$ cat config.mk
export PLATFORM = sky130hd
export DESIGN_NAME = led_scan_ctrl
export DESIGN_NICKNAME = d
export VERILOG_FILES = /design/src/rtl/led_scan_ctrl.sv
export SDC_FILE = /design/constraint.sdc
export NUM_CORES = 1
export LEC_CHECK = 0
export CAP_MARGIN = 40
export CORE_MARGIN = 1
export CORE_UTILIZATION = 49
export DETAILED_ROUTE_END_ITERATION = 12
export GPL_TIMING_DRIVEN = 1
export PLACE_DENSITY_LB_ADDON = 0.08
export SYNTH_ARGS = -nofsm -noshare
export SYNTH_HDL_FRONTEND = slang
export SYNTH_SLANG_ARGS = --single-unit
$ cat constraint.sdc
create_clock -name clk -period 2.3 [get_ports clk]
set_input_delay 0.345 -clock clk [delete_from_list [all_inputs] [get_ports clk]]
set_output_delay 0.345 -clock clk [all_outputs]
set_load 0.02 [all_outputs]
$ cat src/rtl/led_scan_ctrl.sv
// led_scan_ctrl: time-multiplexed driver for a 4-digit seven-segment display.
// Each digit is driven for TICK_DIV cycles, separated by BLANK_CYC cycles with
// every digit off. New display data is loaded through a one-deep shadow
// register. That register is committed only at a frame boundary, so a frame
// never mixes old and new data.
// Every output is registered. The output registers are loaded from the
// next-state values, so the outputs line up with the FSM state they belong to.
module led_scan_ctrl #(
  parameter int unsigned TICK_DIV  = 50000,
  parameter int unsigned BLANK_CYC = 4
) (
  input  logic        clk,
  input  logic        rst,
  input  logic [15:0] val,
  input  logic [3:0]  dp_in,
  input  logic        load,
  output logic        ready,
  input  logic        lz_blank,
  output logic [3:0]  N,
  output logic [3:0]  an,
  output logic        dp,
  output logic        frame_done
);

  localparam int unsigned   PW         = $clog2(TICK_DIV);
  localparam logic [PW-1:0] PRESC_LAST = PW'(TICK_DIV - 1);
  localparam logic [7:0]    BLANK_LAST = 8'(BLANK_CYC - 1);

  typedef enum logic {
    S_BLANK = 1'b0,
    S_DRIVE = 1'b1
  } state_t;

  state_t        r_state;
  logic [1:0]    r_dig;
  logic [7:0]    r_blank_cnt;
  logic [PW-1:0] r_presc;
  logic [15:0]   r_act_val;
  logic [3:0]    r_act_dp;
  logic [15:0]   r_sh_val;
  logic [3:0]    r_sh_dp;
  logic          r_pending;

  state_t        w_nxt_state;
  logic [1:0]    w_nxt_dig;
  logic [7:0]    w_nxt_blank_cnt;
  logic [PW-1:0] w_nxt_presc;
  logic [15:0]   w_nxt_act_val;
  logic [3:0]    w_nxt_act_dp;
  logic          w_nxt_pending;
  logic          w_frame_end;
  logic          w_accept;
  logic          w_commit;
  logic [3:0]    w_nxt_nib;
  logic          w_nxt_blanked;
  logic          w_nxt_show;
  logic [3:0]    w_nxt_an;
  logic          w_nxt_dp_out;
  logic          w_nxt_frame_done;

  // Next-state, load/commit handshake and the output values for the next cycle.
  always_comb begin
    // NOTE: every signal gets a default before any branch so no latch is inferred.
    w_nxt_state     = r_state;
    w_nxt_dig       = r_dig;
    w_nxt_blank_cnt = r_blank_cnt;
    w_nxt_presc     = r_presc;

    w_frame_end = (r_state == S_DRIVE) && (r_dig == 2'd3) && (r_presc == PRESC_LAST);
    w_accept    = load && ready;
    w_commit    = w_frame_end && r_pending;

    case (r_state)
      S_BLANK: begin
        if (r_blank_cnt == BLANK_LAST) begin
          w_nxt_state     = S_DRIVE;
          w_nxt_blank_cnt = 8'd0;
          w_nxt_presc     = '0;
        end else begin
          w_nxt_blank_cnt = r_blank_cnt + 8'd1;
        end
      end
      S_DRIVE: begin
        if (r_presc == PRESC_LAST) begin
          w_nxt_state     = S_BLANK;
          w_nxt_dig       = r_dig + 2'd1;
          w_nxt_blank_cnt = 8'd0;
          w_nxt_presc     = '0;
        end else begin
          w_nxt_presc = r_presc + PW'(1);
        end
      end
      default: w_nxt_state = S_BLANK;
    endcase

    // Active data changes only at the frame boundary, taken from the shadow.
    w_nxt_act_val = w_commit ? r_sh_val : r_act_val;
    w_nxt_act_dp  = w_commit ? r_sh_dp  : r_act_dp;

    // Accept and commit never coincide: accepting needs ready, i.e. !pending.
    if (w_accept)      w_nxt_pending = 1'b1;
    else if (w_commit) w_nxt_pending = 1'b0;
    else               w_nxt_pending = r_pending;

    // A digit is a leading zero when it and every digit above it are zero.
    w_nxt_nib     = w_nxt_act_val[{w_nxt_dig, 2'b00} +: 4];
    w_nxt_blanked = lz_blank && (w_nxt_dig != 2'd0) &&
                    ((w_nxt_act_val >> {w_nxt_dig, 2'b00}) == 16'd0);
    w_nxt_show    = (w_nxt_state == S_DRIVE) && !w_nxt_blanked;
    w_nxt_an      = w_nxt_show ? ~(4'b0001 << w_nxt_dig) : 4'b1111;
    w_nxt_dp_out  = w_nxt_show && w_nxt_act_dp[w_nxt_dig];

    w_nxt_frame_done = (w_nxt_state == S_DRIVE) && (w_nxt_dig == 2'd3) &&
                       (w_nxt_presc == PRESC_LAST);
  end

  // Scan FSM state, data registers and registered outputs.
  always_ff @(posedge clk) begin
    if (rst) begin
      r_state     <= S_BLANK;
      r_dig       <= 2'd0;
      r_blank_cnt <= 8'd0;
      r_presc     <= '0;
      r_act_val   <= 16'd0;
      r_act_dp    <= 4'd0;
      r_sh_val    <= 16'd0;
      r_sh_dp     <= 4'd0;
      r_pending   <= 1'b0;
      ready       <= 1'b1;
      an          <= 4'b1111;
      N           <= 4'd0;
      dp          <= 1'b0;
      frame_done  <= 1'b0;
    end else begin
      // NOTE: non-blocking assignments so every register samples pre-edge values.
      r_state     <= w_nxt_state;
      r_dig       <= w_nxt_dig;
      r_blank_cnt <= w_nxt_blank_cnt;
      r_presc     <= w_nxt_presc;
      r_act_val   <= w_nxt_act_val;
      r_act_dp    <= w_nxt_act_dp;
      if (w_accept) begin
        r_sh_val <= val;
        r_sh_dp  <= dp_in;
      end
      r_pending   <= w_nxt_pending;
      ready       <= ~w_nxt_pending;
      an          <= w_nxt_an;
      N           <= w_nxt_nib;
      dp          <= w_nxt_dp_out;
      frame_done  <= w_nxt_frame_done;
    end
  end

endmodule

==> flow_metrics.env, run 1 <==
export IMPL_hpwl_mm=7.00
export IMPL_area_growth_pct=27.8
export IMPL_worstMarginPinSlew_ns=0.735
export IMPL_cts_buffer_depth=2
export IMPL_violations="setup timing"
export IMPL_synthArstFlopShare_pct=0
export IMPL_vias=3944
export IMPL_ys_types=56
export IMPL_status="finished, violations left"
export IMPL_ios=35
export IMPL_cp_required_ns=2.55
export IMPL_place_gp_congestion=0.887
export IMPL_syn_cell_area_um2=3910
export IMPL_utilization_pct=64.7
export IMPL_max_freq_mhz=412
export IMPL_synth_edf_count=0
export IMPL_min_from="rst"
export IMPL_fin_tns_setup_ns=-0.478
export IMPL_vias_per_cell=5.63
export IMPL_ir_drop_mv=0.493
export IMPL_drive_gt1_share_pct=17.7
export IMPL_antenna_cells=0
export IMPL_p_total_mw=2.84
export IMPL_hold_end="r_state"
export IMPL_rsz0062_at_grt="true"
export IMPL_finalInstanceArea_um2=5000
export IMPL_final_cell_mix="nand2_1, dfxtp_1, a21oi_1"
export IMPL_skew_ns=0.00951
export IMPL_synth_seq_cells=79
export IMPL_maxCapViolCount=0
export IMPL_synth_area_per_cell_um2=7.44
export IMPL_reg2reg_depth=10
export IMPL_cts_buffers=9
export IMPL_die_x_um=91.4
export IMPL_grt_pass1_vias=3564
export IMPL_netlist_instances=526
export IMPL_grt_pass1_wl_mm=17.2
export IMPL_reg2reg_to="an[3]"
export IMPL_post_drt_wl_per_cell_um=14.4
export IMPL_final_common_cell="nand2_1"
export IMPL_tritoncts="yes"
export IMPL_yosysSeqAreaShare_pct=40.4
export IMPL_die_area_um2=8350
export IMPL_ys_warnings_count=0
export IMPL_totalWireLength_mm=10.1
export IMPL_min_path_cells=2
export IMPL_slew_headroom_pct=51.0
export IMPL_finalHoldViolCount=0
export IMPL_drtAntennaViolNets=0
export IMPL_place_ws_ns=-0.164
export IMPL_clockRootBuffer="clkbuf_8"
export IMPL_post_route_min_period_ns=2.43
export IMPL_grt_max_degree=72
export IMPL_drtIter0Drc=231
export IMPL_std_cell_rows=32
export IMPL_r2r_start="r_presc[7]"
export IMPL_start_kind="flip-flop"
export IMPL_core_um2=7730
export IMPL_cts_sinks=79
export IMPL_p_leak_nw=1.83
export IMPL_ctsHoldBuffers=0
export IMPL_placedInstanceArea_um2=4650
export IMPL_fin_crit_sh_pct=106
export IMPL_track_usage_pct=25.8
export IMPL_critPathKind="reg -> reg"
export IMPL_clk_pin_slew_ns=0.08
export IMPL_antenna_found_initial=0
export IMPL_setup_violations=4
export IMPL_grt_overflow=0
export IMPL_endpoint_kind="flip-flop"
export IMPL_die_height_um=91.4
export IMPL_drc=0
export IMPL_clock_latency_ns=0.36
export IMPL_start_util_pct=50.6
export IMPL_io_buffers=34
export IMPL_drtPass1Iterations=6
export IMPL_p_per_area_nw_per_um2=569
export IMPL_slew_viol_final=0
export IMPL_layout_nets=620
export IMPL_fin_ws_ns=-0.128
export IMPL_synth_nets=553
export IMPL_cp_arrival_ns=2.68
export IMPL_r2r_slack_ns=-0.13
export IMPL_worst_hold_path_type="in -> reg"
export IMPL_synthFlopType="dfxtp_1"
export IMPL_cp_max_fo=5
export IMPL_cts_htree_levels=3
## layer usage
layer	vias to the layer above	share of wire (%)	routed length, µm	track usage, %
met5	-	0	0	0
li1	1983	-	-	-
met2	136	43	4400	38.6
met4	0	1.3	127	5.82
met1	1806	49	4970	37.4
met3	19	6.1	615	6.37
## final cells by class
| type | instances | area, µm² |
|---|---|---|
| clock inverters | 6 | 61.3 |
| well taps | 102 | 128 |
| flip-flops and latches | 79 | 1590 |
| repair buffers | 95 | 811 |
| clock buffers | 10 | 128 |
| inverters | 5 | 18.8 |
| fillers | 704 | 2730 |
| multi-input cells | 403 | 2270 |
## through the flow
step | std cells | hold WS, ns
detailed placement | 677 | 0.449
finish | 700 | 0.235
global route | 700 | 0.227
CTS | 697 | 0.222
global placement | 677 | 0.439
floorplan | 526 | 0.432
## Yosys cell counts (3+ instances only)
cell type  instances  share of area, %
o32ai_1            3              0.67
nor3_1            23               2.9
nor4_1             5              0.80
nor2_1            46               4.4
inv_1              5              0.48
a31oi_1            6              0.96
a311oi_1           4              0.90
clkbuf_1          30               2.9
mux2_2             3              0.86
o21ai_0           16               2.0
dfxtp_1           79                40
buf_2              7              0.90
or3_1              6              0.96
nand4_1            4              0.64
and3_1             9               1.4
and2_1             3              0.48
nor2b_1            3              0.48
nand2_1          126                12
nand3_1           17               2.2
mux2i_1           11               2.8
ha_1               3              0.96
xnor2_1            6               1.3
and4_1             3              0.67
a21oi_1           66               8.4
## worst max-delay path, cell delays in order, from the launching register on
cell	delay, ns
dfxtp_2	0.34
nor4_4	0.40
nand4_4	0.20
buf_6	0.18
mux2_2	0.30
nor4_4	0.33
a2111oi_4	0.08
and3_4	0.18
nor2b_1	0.15
buf_4	0.13
nand2_1	0.04
## flip-flops by register name, summed over array words and instances, names as in the netlist
name         cells
N                4
an               4
dp               1
frame_done       1
r_act_dp         4
r_act_val       16
r_blank_cnt      8
r_dig            2
r_pending        1
r_presc         16
r_sh_dp          4
r_sh_val        16
r_state          1
ready            1
## worst max-delay path by stage
stage                      startpoint     to  slack [ns]  cells past startpoint
after floorplan            r_presc[7]     dp       -0.10                     10
final                      r_presc[7]  an[3]       -0.13                     10
after global routing       r_presc[1]     dp       -0.24                      9
after CTS                 r_presc[13]     dp        -0.1                      8
after detailed placement   r_presc[1]     dp       -0.16                      9
after global placement     r_presc[1]     dp        -0.1                      9
## power by group
| part | switching (mW) | leakage, nW | internal (mW) |
|---|---|---|---|
| registers | 0.0378 | 0.643 | 1.41 |
| clock network | 0.497 | 0.0960 | 0.497 |
| logic | 0.225 | 1.09 | 0.174 |
## timing repair
action                                  in CTS  in global routing
endpoints found under the setup margin       5                  6
pin swaps                                   11                 11
cloned                                       0                  1
resized for setup                           12                 13
setup buffers                                4                  2
## cell families after synthesis
group,after synthesis,synth area share [%]
DFF,79,40.4
AOI/OAI and AO/OA,121,18.5
xor gates and xnor gates,6,1.34
adders and majority gates,3,0.959
and+or+nand+nor,259,30.6
muxes,14,3.68
buffers and inverters,44,4.45
Power figures use the tool's default switching activity.
==> run 2: changes to the inputs <==
- HOLD_SLACK_MARGIN: not set -> 0.06
==> results of run 2 <==
The final DEF is identical to that of run 1; final timing and power are the same.
